File: src/rtl/reg_write_arbiter.sv
// reg_write_arbiter
//   Round-robin write arbiter for the shared DATA_W-bit enabled data register.
//   Up to four requesters compete for a write. At most one is granted per cycle.
//   The winner's byte is loaded on the rising edge, and the winner becomes the
//   lowest priority for the next arbitration.
//
// Ports
//   clk    : system clock, rising-edge
//   reset  : asynchronous, active-high; clears all state and forces ack=0
//   en     : global arbitration enable
//   req    : request lines, req[i] from requester i
//   data   : packed write data, requester i at data[i*DATA_W +: DATA_W]
//   ack    : one-hot grant (combinational from req, en, reset and the pointer)
//   q      : shared register contents
//   owner  : index of the requester that last wrote q
//   valid  : q holds data written since reset
module reg_write_arbiter #(
  parameter int unsigned DATA_W = 8
) (
  input  logic                  clk,
  input  logic                  reset,
  input  logic                  en,
  input  logic [3:0]            req,
  input  logic [4*DATA_W-1:0]   data,
  output logic [3:0]            ack,
  output logic [DATA_W-1:0]     q,
  output logic [1:0]            owner,
  output logic                  valid
);

  logic [1:0]        ptr;
  logic [1:0]        win;
  logic              any_win;
  logic [1:0]        idx;
  logic [DATA_W-1:0] wdata;
  logic [3:0]        one_hot;

  // Scan ptr+1, ptr+2, ptr+3, ptr in that order. The first active request wins.
  // The 2-bit add wraps modulo 4, so k=4 lands back on ptr.
  always_comb begin
    win     = '0;
    any_win = 1'b0;
    idx     = '0;
    if (en && !reset) begin
      for (int unsigned k = 1; k <= 4; k++) begin
        idx = ptr + k[1:0];
        if (!any_win && req[idx]) begin
          any_win = 1'b1;
          win     = idx;
        end
      end
    end
  end

  always_comb begin
    one_hot = 4'b0001;
    ack     = any_win ? (one_hot << win) : '0;
  end

  always_comb begin
    wdata = '0;
    for (int unsigned i = 0; i < 4; i++) begin
      if (win == i[1:0]) wdata = data[i*DATA_W +: DATA_W];
    end
  end

  // Enabled register: load on any grant, otherwise hold.
  always_ff @(posedge clk or posedge reset) begin
    if (reset) begin
      q     <= '0;
      owner <= '0;
      valid <= 1'b0;
      ptr   <= 2'd3;
    end else if (any_win) begin
      q     <= wdata;
      owner <= win;
      valid <= 1'b1;
      ptr   <= win;
    end
  end

endmodule

File: config.mk
export PLATFORM = sky130hd
export DESIGN_NAME = reg_write_arbiter
export DESIGN_NICKNAME = d
export VERILOG_FILES = /design/src/rtl/reg_write_arbiter.sv
export SDC_FILE = /design/constraint.sdc
export NUM_CORES = 1
export LEC_CHECK = 0
export CAP_MARGIN = 10
export CORE_ASPECT_RATIO = 0.75
export CORE_MARGIN = 4
export CORE_UTILIZATION = 43
export CTS_BUF_LIST = sky130_fd_sc_hd__clkbuf_4 sky130_fd_sc_hd__clkbuf_8
export DETAILED_ROUTE_END_ITERATION = 10
export GPL_TIMING_DRIVEN = 0
export PLACE_DENSITY = 0.95
export REMOVE_ABC_BUFFERS = 1
export SLEW_MARGIN = 20
export SYNTH_ARGS = -nofsm -noshare
export SYNTH_HDL_FRONTEND = slang
export SYNTH_SLANG_ARGS = --single-unit
File: constraint.sdc
create_clock -name clk -period 3.8 [get_ports clk]
set_input_delay 0.95 -clock clk [delete_from_list [all_inputs] [get_ports clk]]
set_output_delay 0.95 -clock clk [all_outputs]
set_load 0.005 [all_outputs]
# Yosys cells after proc, flatten, opt, wreduce, memory -nomap -nowiden
# Index checks and enable logic that the tools add are counted.
# classes
n_shift,1
div,0
eq_ne,3
n_reduce_logical,9
bitwise,0
magnitude_cmp,4
n_mul,0
mux,26
add_sub_neg,3
# op_table
operator,count
2-to-1 mux 8 bit,4
"< comparator 2 x 3 -> 1 bit, second input constant",4
2-to-1 mux 1 bit,12
2-to-1 mux 2 bit,5
binary-select mux 1 bit (select 2 bit),4
"adder 2 bit, second input constant",2
"equality test 2 bit, second input constant",2
logical AND 1 bit,4
zero test 1 bit,4
2-to-1 mux 4 bit,1
"<< shifter 1 x 2 -> 4 bit, first input constant",1
"adder 2 x 1 -> 2 bit, second input constant",1
"equality test 2 x 1 -> 1 bit, second input constant",1
zero test 2 bit,1
# word_totals
output_inout_bits,15
mem_bits_ro,0
memories,0
mem_bits_rw,0
latch_bits,0
word_cells,50
reg_bits,13

# Logic depth before layout (Yosys ltp)
# logic_depth
word_depth,22
ltp_mapped,6

# Worst setup path after synthesis
# OpenSTA, ideal clock, no wires.
# synth_path
path_type,input-to-output
start,in req[0]
end,out ack[0]
required_ns,2.850
n_path_buf,1
t_arrival_ns,1.918
path_slack_ns,0.932
cell_stages,5
cell_sequence,buf_6 -> or4_4 -> nand2_2 -> or2_4 -> nor2_1
# synth_between
elab_chain_cells,18
elab_cells_between_ends,29
cone_classes,shift (1); mux (22); reduce/logical (6)
# synth_rtl
item,line,rtl
"start, declared",23,"input logic [3:0] req,"
binary-select mux 1 bit (select 2 bit),47,if (!any_win && req[idx]) begin
2-to-1 mux 1 bit (not written as such),47,
2-to-1 mux 1 bit,47,
2-to-1 mux 1 bit,44,if (en && !reset) begin
zero test 1 bit,47,
logical AND 1 bit,47,
2-to-1 mux 1 bit,47,
2-to-1 mux 1 bit,44,
[... 2 more ...],-,
2-to-1 mux 1 bit,47,
2-to-1 mux 1 bit,44,
zero test 1 bit,47,
logical AND 1 bit,47,
2-to-1 mux 2 bit,47,
2-to-1 mux 2 bit,44,
<< shifter 1 x 2 -> 4 bit,57,ack = any_win ? (one_hot << win) : '0;
2-to-1 mux 4 bit (*),57,
"end, declared",25,"output logic [3:0] ack,"
# Every way passes the cells marked *; elsewhere a longest branch is shown, timed or not. The select of a mux whose other input is x is not followed.

# Worst setup path in the final report
# Ends and elaborated chain as after synthesis.

==> metrics.yaml <==
final_core_util_pct: 79.3
ys.warnings.count: 0
p_per_area_nw_per_um2: 387
area_delta_synth_final_pct: 68.9
dpl_cell_area_um2: 1470
finalNetCount: 205
antenna_found_initial: 0
first_global_vias: 1065
cp_slowest_cell: "or4_4"
initial_core_util_pct: 46.9
multi_input_area_um2: 619
timing.final.ws_setup_ns: 0.0697
drv_slew: 0
worstPathCellList: "dlygate4sd2_1 -> or4_4 -> nand2_8 -> or2_4 -> nor2_1 -> clkdlybuf4s50_1"
cp_data_arrival_time_ns: 2.78
first_pass_iters: 4
crit_path_end_kind: "primary output"
via_per_inst: 5.80
drtIter0Drc: 57
run_status: "completed"
worstPathMaxFanout: 15
ys_seq_elements: 13
routed_wl_mm: 3.44
dieArea_um2: 3110
p_leak_nw: 0.711
slew_headroom_pct: 70.1
finalSetupViolations: 0
fin_area_um2: 1650
clock_latency_ns: 0.29
critical_path_buf_inv_count: 2
clk_pin_slew_worst_paths_ns: 0.09
worst_slew_pin_slew_ns: 0.448
instances_no_fill: 189
cts_buffer_depth: 2
hold_viol_final: 0
vias: 1096
skew_ns: 0.00104
regArea_um2: 328
io_pins: 54
h-tree-depth: 1
max-cap-violations: 0
ir_worst_vdd_v: 0.000267
wl_per_cell_um: 18.2
cp.required_ns: 2.85
diodes: 0
cpLargestDelayFamily: "simple AND/OR/NAND/NOR gates"
tns_ns: 0
routabilityCongestion: 0.738
dp_hpwl_mm: 2.30
fillers: 126
row_count: 14
cts_buffers: 3
grt_max_degree: 16
core_area_um2: 2080
cpPeakStageDelay_ns: 0.64
cts_tree: "done"
critPathLaunchType: "input pin"
hp-class: "reg -> reg"
drc_errors: 0
port_buffers: 53
netlist_instances: 103
syn-cell-area_um2: 978
timing.hold.ws_ns: 0.505
drtAntennaViolNets: 0
pre_cts_slack_ns: -0.307
p_total_uw: 640
yosysSeqAreaShare_pct: 33.5
fmax_ghz: 0.268
period_minus_slack_ns: 3.73
place_inst: 174
clockRootBuffer: "clkbuf_4"
syn_avg_cell_area_um2: 9.50
crit_type: "in -> out"
grt.overflow.total: 0
die_y_um: 49.3
die_w_um: 63.1
grt_usage_pct: 20.5
drive_gt1_share_pct: 20.6
grt_pass1_wl_mm: 5.02
finalCritPeriodShare_pct: 98.2
ys_types: 32
clock_sinks: 13
## kinds of logic after synthesis
group | count (synthesis) | synth area share (%)
and+or+nand+nor | 37 | 20.6
AOI/OAI and AO/OA | 30 | 25.3
DFF | 13 | 33.5
buffers and inverters | 13 | 9.85
muxes | 10 | 10.7
## path summary, 6_finish.rpt
check | start | end | slack [ns] | depth (start not counted)
setup / recovery | req[0] | ack[0] | 0.07 | 6
max in group asynchronous | reset | ptr[0] | 2.54 | 2
hold reg to reg | q[6] | q[6] | 0.50 | 2
setup reg to reg | ptr[1] | q[5] | 1.85 | 7
hold / removal | q[6] | q[6] | 0.50 | 2
min in group asynchronous | reset | q[4] | 0.99 | 2
## sequential cells by signal, indices dropped and copies added (netlist names)
register	count
q	8
ptr	2
valid	1
owner	2
## layout by cell type, fill, tap and decap left out, drive strengths merged, types with 6 or more instances in the layout
cell type       n
buf            11
o211ai         12
clkdlybuf4s50  49
nand2          15
inv             6
dfrtp          11
mux2i           9
## where the power goes
part           total, mW  switching (mW)  internal (mW)
combinational      0.332           0.142          0.190
clock              0.101          0.0530         0.0480
sequential         0.207          0.0282          0.179
## tightest hold or removal path, stage by stage (launching register included)
cell and delay, ns:
dfrtp_1 0.35, nand2_1 0.05, o211ai_1 0.07
## cells in the mapped netlist
| cell type | instances | area [um2] |
|---|---|---|
| clkbuf_8 | 1 | 13.8 |
| a31oi_1 | 2 | 12.5 |
| and2b_2 | 1 | 8.76 |
| a21oi_2 | 2 | 17.5 |
| buf_6 | 5 | 56.3 |
| o311ai_0 | 2 | 17.5 |
| inv_1 | 7 | 26.3 |
| mux2_4 | 1 | 15.0 |
| o311ai_1 | 2 | 17.5 |
| dfrtp_1 | 11 | 275 |
| nand4_1 | 3 | 18.8 |
| or2_4 | 1 | 8.76 |
| o21ai_0 | 2 | 10.0 |
| nand2b_1 | 3 | 18.8 |
| or4_4 | 1 | 11.3 |
| o211ai_1 | 12 | 90.1 |
| a22oi_4 | 1 | 21.3 |
| and2_1 | 1 | 6.26 |
| nor2_1 | 4 | 15.0 |
| nand2_4 | 1 | 11.3 |
| nand2_1 | 13 | 48.8 |
| a21oi_1 | 2 | 10.0 |
| nand2_2 | 1 | 6.26 |
| dfstp_2 | 2 | 52.6 |
| nor3_1 | 1 | 5.00 |
| o21ai_4 | 1 | 16.3 |
| mux2i_1 | 9 | 90.1 |
| a32oi_1 | 3 | 26.3 |
| and3_1 | 4 | 25.0 |
| o21a_2 | 1 | 8.76 |
| nand3_1 | 2 | 10.0 |
| and2b_1 | 1 | 7.51 |
## final cells by class
class	count	area share, %
repair buffers	64	37.2
inverters	7	1.82
clock buffers	4	1.82
flip-flops and latches	13	19.8
well taps	24	1.82
multi-input cells	77	37.5
## routing by layer
metal,global-route usage [%],wire [um]
met5,0,0
met4,6.59,40
met3,8.53,341
met1,25.4,1410
met2,32.0,1650
## timing repair
item / in CTS / in global routing
resized for setup: 10 / 8
endpoints found under the setup margin: 4 / 4
pin swaps: 2 / 2
hold buffers: 0 / 0
setup buffers: 1 / 10
No activity file was read; power rests on OpenSTA's default activity.
